[config.mk]
export PLATFORM = sky130hd
export DESIGN_NAME = systolic_result_drain
export DESIGN_NICKNAME = d
export VERILOG_FILES = /design/src/rtl/systolic_result_drain.sv
export SDC_FILE = /design/constraint.sdc
export NUM_CORES = 2
export LEC_CHECK = 0
export ABC_AREA = 1
export CAP_MARGIN = 40
export CORE_AREA = 10 10 317 319
export DETAILED_ROUTE_END_ITERATION = 12
export DIE_AREA = 0 0 327 329
export PLACE_DENSITY = 0.71
export SLEW_MARGIN = 15
export SYNTH_ARGS = -nofsm -noshare
export SYNTH_HDL_FRONTEND = slang
export SYNTH_SLANG_ARGS = --single-unit
[constraint.sdc]
create_clock -name clk -period 5.2 [get_ports clk]
set_input_delay 0.78 -clock clk [delete_from_list [all_inputs] [get_ports clk]]
set_output_delay 0.78 -clock clk [all_outputs]
set_load 0.01 [all_outputs]
[src/rtl/systolic_result_drain.sv]
// ============================================================================
// systolic_result_drain
// Snapshots the PE grid results on a capture strobe and streams them out in
// row-major order over a valid/ready interface.
// Revision: 1.0
// ============================================================================
`default_nettype none

module systolic_result_drain #(
  parameter int DATAWIDTH = 16,
  parameter int N_SIZE    = 5,
  localparam int IDX_W    = (N_SIZE > 1) ? $clog2(N_SIZE) : 1
) (
  input  logic                                  clk,
  input  logic                                  rst,
  input  logic                                  capture,
  input  logic [N_SIZE*N_SIZE*2*DATAWIDTH-1:0]  c_in,
  output logic [2*DATAWIDTH-1:0]                out_data,
  output logic [IDX_W-1:0]                      out_row,
  output logic [IDX_W-1:0]                      out_col,
  output logic                                  out_valid,
  input  logic                                  out_ready,
  output logic                                  out_last,
  output logic                                  busy,
  output logic                                  overrun
);

  localparam int EW = 2 * DATAWIDTH;
  localparam int NE = N_SIZE * N_SIZE;
  localparam int AW = (NE > 1) ? $clog2(NE) : 1;
  localparam logic [IDX_W-1:0] IDX_MAX = IDX_W'(N_SIZE - 1);

  typedef enum logic [0:0] {
    S_IDLE  = 1'b0,
    S_DRAIN = 1'b1
  } state_t;

  state_t           state_q, state_d;
  logic [IDX_W-1:0] row_q, row_d;
  logic [IDX_W-1:0] col_q, col_d;
  logic             overrun_q, overrun_d;
  logic [EW-1:0]    mem_q [NE];
  logic [EW-1:0]    mem_d [NE];

  logic             draining;
  logic             at_last;
  logic             handshake;
  logic             load;
  logic [AW-1:0]    elem_idx;

  assign draining  = (state_q == S_DRAIN);
  assign at_last   = (row_q == IDX_MAX) && (col_q == IDX_MAX);
  assign handshake = draining && out_ready;
  assign elem_idx  = AW'(row_q) * AW'(N_SIZE) + AW'(col_q);

  always_comb begin
    state_d   = state_q;
    row_d     = row_q;
    col_d     = col_q;
    overrun_d = 1'b0;
    load      = 1'b0;
    mem_d     = mem_q;

    case (state_q)
      S_IDLE: begin
        if (capture) begin
          load    = 1'b1;
          row_d   = '0;
          col_d   = '0;
          state_d = S_DRAIN;
        end
      end
      S_DRAIN: begin
        if (handshake) begin
          if (at_last) begin
            row_d = '0;
            col_d = '0;
            // A capture landing on the final handshake chains straight into the next matrix.
            if (capture) begin
              load = 1'b1;
            end else begin
              state_d = S_IDLE;
            end
          end else if (col_q == IDX_MAX) begin
            col_d = '0;
            row_d = row_q + 1'b1;
          end else begin
            col_d = col_q + 1'b1;
          end
        end
        if (capture && !(handshake && at_last)) begin
          overrun_d = 1'b1;
        end
      end
      default: state_d = S_IDLE;
    endcase

    if (load) begin
      for (int k = 0; k < NE; k++) begin
        mem_d[k] = c_in[k*EW +: EW];
      end
    end
  end

  always_ff @(posedge clk) begin
    if (rst) begin
      state_q   <= S_IDLE;
      row_q     <= '0;
      col_q     <= '0;
      overrun_q <= 1'b0;
      for (int k = 0; k < NE; k++) begin
        mem_q[k] <= '0;
      end
    end else begin
      state_q   <= state_d;
      row_q     <= row_d;
      col_q     <= col_d;
      overrun_q <= overrun_d;
      for (int k = 0; k < NE; k++) begin
        mem_q[k] <= mem_d[k];
      end
    end
  end

  assign out_valid = draining;
  assign busy      = draining;
  assign out_last  = draining && at_last;
  assign out_row   = draining ? row_q : '0;
  assign out_col   = draining ? col_q : '0;
  assign out_data  = draining ? mem_q[elem_idx] : '0;
  assign overrun   = overrun_q;

endmodule

`default_nettype wire
* Word level (Yosys, flattened, before mapping) *
Cells that the tools add are included.

word-level totals
  register bits after elaboration = 808
  bits in latches = 0
  memory bits (writable) = 0
  bits in read-only memories = 0
  word-level logic and storage cells = 73
  memories kept = 0

operators by class
  add/subtract/negate cells = 3
  multipliers = 1
  divide/modulo/power cells = 0
  magnitude comparators = 1
  equal/unequal tests = 5
  shift operators = 0
  muxes and demuxes = 23
  bitwise logic cells = 2
  reduce and logical (&&, ||, !) cells = 9

operator list
  cell                 number
  $bmux 32 s5          1
  $mux 32              3
  $mux 3               9
  $pmux 3 s2           2
  $add 3x1->3 const B  2
  $eq 3x3->1 const B   2
  $ge 6x6->1 const B   1
  $mux 1               6
  $not 5->6            1
  $add 5x3->5          1
  $logic_and 1x1->1    5
  $mul 3x3->5 const B  1
  $pmux 1 s2           2
  $ne 3x1->1 const B   1
  $reduce_and 3->1     1
  $ne 2x1->1 const B   1
  $ne 2x2->1 const B   1
  $reduce_and 2->1     1
  $reduce_or 2->1      1
  $logic_not 1->1      1
  $not 1->1            1

* Depth between registers and ports, before layout *
  depth in word-level cells = 7
  mapped depth = 14
  mapped depth without buffers = 13

* Worst setup path before layout *
No wires, ideal clock.

  path kind = register to output
  start = reg row_q[2]
  end = out out_data[0]
  arrival time = 2.593 ns
  data required time = 4.420 ns
  setup slack = 1.827 ns
  stages on the path, launching flop included = 14
  path buffers = 2
  cells stage by stage = dfxtp_1 > ha_1 > ha_1 > inv_1 > fa_1 > inv_1 > clkbuf_1 > buf_1 > nand3_1 > nand2_1 > nand2_1 > nand2_1 > nand2_1 > nor2_1

between the ends
  longest elaborated chain between the ends = 7

ends and longest elaborated chain
  what                                        RTL line  source
  start, declared                             39        logic [IDX_W-1:0] row_q, row_d;
  start signal, assigned                      116       row_q <= row_d;
  $mul 3x3->5                                 54        assign elem_idx = AW'(row_q) * AW'(N_SIZE) + AW'(col_q);
  $add 5x3->5                                 54
  $not 5->6 (implied by the code)             130       assign out_data = draining ? mem_q[elem_idx] : '0;
  $bmux 32 s5                                 130
  $mux 32 (implied by the code) (2 in a row)  130
  $mux 32                                     130
  end, declared                               18        output logic [2*DATAWIDTH-1:0] out_data,

No other way between the ends. The select of a mux whose other input is x is not followed.

* Worst setup path after layout *
  start = reg row_q[0]
  end = out out_data[10]

Same word-level chain as after synthesis.

==> metrics.yaml <==
crit_path_end_kind: "primary output"
dpl.hpwl_mm: 129
maxSlewViolCount: 0
gp_congestion: 0.944
r2r_start: "row_q[0]"
syn_avg_cell_area_um2: 6.68
fin_skew_ps: 18.0
vias: 39377
path_class: "flop to primary output"
grt-ovfl-total: 0
finalSetupTns_ps: 0
rsz0062_at_grt: "false"
cts.clk_slew.worst_paths_ps: 60
synth_seq_cells: 808
portBuffers: 845
critical_path_required_ps: 4420
initial_core_util_pct: 39.0
syn2layout_area_growth_pct: 32.0
worstReg2RegEnd: "mem_q[355]"
period_share_pct: 95.4
tightest_slew_ps: 1230
ys_warn_count: 0
fin_util_pct: 51.5
fp.dieH_um: 329
crit_chain: "ha_1 -> ha_1 -> inv_1 -> fa_4 -> buf_6 -> nand3_1 -> nand3_1 -> a21oi_1 -> nor2_1 -> dlygate4sd2_1"
ir_drop_v: 0.000239
r2r_slack_ps: 2310
slowest_stage: "fa_4"
worstHoldEndpoint: "mem_q[256]"
grtUsageTotal_pct: 30.4
hp-class: "flop to flop"
viasPerCell: 5.27
cts_buffers: 90
critPathTopFamily: "adder cells"
seq_area_frac_synth_pct: 43.9
worstSkewPairLatency_ps: 670
drtIter0Drc: 4803
drive_above_1_share_pct: 6.10
syn_inst: 5514
cp.buffers_inverters: 3
p_leak_uw: 0.0186
hold_violations: 0
die_w_um: 327
postRouteAntennaNets: 0
pwr_density_cell_nw_per_um2: 336
cts.root.buffer_cell: "clkbuf_16"
die_area_um2: 108000
grt_first_pass_wirelength_mm: 246
grt_start_max_net_pins: 237
synth_area_um2: 36800
status: "finished, final reports clean"
fillCellCount: 9462
ctsHoldBuffers: 0
r2r_cells: 11
core-area_um2: 94300
drcViolationCount: 0
drv_cap: 0
nets: 6913
min_path_cells: 2
grt_pass1_vias: 37233
setup-violations-final: 0
path_max_fanout: 32
ctsLongestPathBuffers: 3
dr.pass1.iters: 9
antenna_found_initial: 72
worstHoldStart: "mem_q[256]"
layout_setup_ws_ps: 240
rows: 113
dp_slack_ps: 431
synth_fp_nets: 6331
htreeDepth: 3
max_freq_ghz: 0.202
cts_tree: "built"
period_needed_ps: 4960
cts_sinks: 808
synth_cell_type_count: 26
cp.arrival_ps: 4180
slew_headroom_pct: 17.7
max_stage_delay_ps: 870
num_io_pins: 846
wire_per_inst_um: 23.2
start_kind: "flop"
routed_wl_mm: 174
layout make-up:
| cell class | instances | area [um2] | share of cell area [%] |
|---|---|---|---|
| clock buffers | 131 | 2600 | 5.34 |
| inverters | 89 | 359 | 0.739 |
| clock inverters | 26 | 320 | 0.659 |
| flip-flops and latches | 808 | 16200 | 33.3 |
| diodes | 52 | 130 | 0.268 |
| multi-input cells | 4180 | 18100 | 37.2 |
| repair buffers | 927 | 9360 | 19.3 |
| well taps | 1265 | 1580 | 3.26 |
repair_timing:
item / in CTS / in global routing
setup buffers: 3 / 0
resized for setup: 6 / 5
pin swaps: 1 / 0
endpoints found under the setup margin: 8 / 5
worst register-to-register path, cell delays in order, from the launching register on:
cell and delay [ps]:
dfxtp_1 390, inv_1 130, ha_1 160, nand2_1 60, nor2_1 160, nand2_1 80, nand2_2 130, nand2_8 210
inv_8 540, buf_12 420, nand2_1 340, a21oi_1 190
placed cells by master, fill, tap and decap left out, types with 6 or more instances in the layout:
cell type,Yosys,layout
a21oi_2,60,60
dfxtp_1,808,807
clkbuf_16,0,90
ha_1,12,10
clkbuf_1,277,22
clkinv_2,0,10
a21oi_1,748,748
inv_1,87,85
nand2_1,2589,2588
inv_6,0,6
clkdlybuf4s50_1,0,812
buf_12,7,26
diode_2,0,52
nor2_1,134,132
nand2_2,61,61
clkbuf_8,0,19
a211oi_1,34,34
buf_4,1,79
nand3_1,532,532
cell usage after synthesis:
master	number	share of area (%)
nor2_1	134	1.4
inv_2	1	0.010
a21oi_2	60	1.4
clkbuf_1	277	2.8
nand4_1	3	0.051
nand2_4	1	0.031
clkinv_1	1	0.010
a21oi_1	748	10
dfxtp_1	808	44
or2_2	1	0.017
buf_6	61	1.9
buf_12	7	0.38
nand2_2	61	1.0
xnor2_1	1	0.024
o21ai_0	1	0.014
nand2_1	2589	26
xor2_1	1	0.024
buf_1	45	0.46
buf_4	1	0.020
inv_1	87	0.89
a211oi_1	34	0.69
nor3_1	1	0.014
nand3_1	532	7.2
ha_1	12	0.41
fa_1	1	0.054
buf_2	46	0.63
sequential cells by signal, indices dropped and copies added, names as in the netlist:
name / flops
busy: 1
col_q: 3
row_q: 3
overrun: 1
mem_q: 800
metal layers:
layer / global-route usage, % / vias to the layer above / share of wire, %
met5: 0 / - / 0.083
met4: 14.5 / 20 / 4.5
met3: 7.67 / 351 / 9.2
met2: 48.5 / 1738 / 46
met1: 38.2 / 18451 / 40
li1: - / 18817 / -
kinds of logic (layout without fill, tap and decap cells):
kind of cell               after synthesis  in the layout  synth area share (%)
and+or+nand+nor                       3322           3322                  36.2
adders and majority gates               13             13                 0.462
AOI/OAI and AO/OA                      843            843                  12.3
other                                    0             52                     0
DFF                                    808            808                  43.9
xor gates and xnor gates                 2              2                0.0476
buffers and inverters                  526           1173                  7.08
stage by stage:
stage               cell area [um2]  cells  total power (uW)  hold slack [ps]
global placement              45500   7264              9950              452
finish                        48600   7478             16300              463
detailed placement            45500   7266              9960              455
CTS                           48500   7426             16400              464
floorplan                     36800   5514              8380              440
global route                  48600   7467             16900              474
where the power goes:
part | switching [uW] | internal, uW | total (uW)
Sequential | 192 | 6550 | 6740
Combinational | 1950 | 1190 | 3140
Clock | 2740 | 3710 | 6460
worst max path at each step:
| stage | startpoint | to | slack (ps) | depth (start not counted) |
|---|---|---|---|---|
| CTS | row_q[0] | out_data[31] | 2 | 13 |
| finish | row_q[0] | out_data[10] | 240 | 10 |
| global placement | row_q[0] | out_data[7] | 500 | 11 |
| global route | row_q[0] | out_data[10] | 30 | 13 |
| detailed placement | row_q[0] | out_data[7] | 430 | 11 |
| floorplan | row_q[2] | out_data[0] | 1830 | 13 |
(Power assumes the default switching activity.)
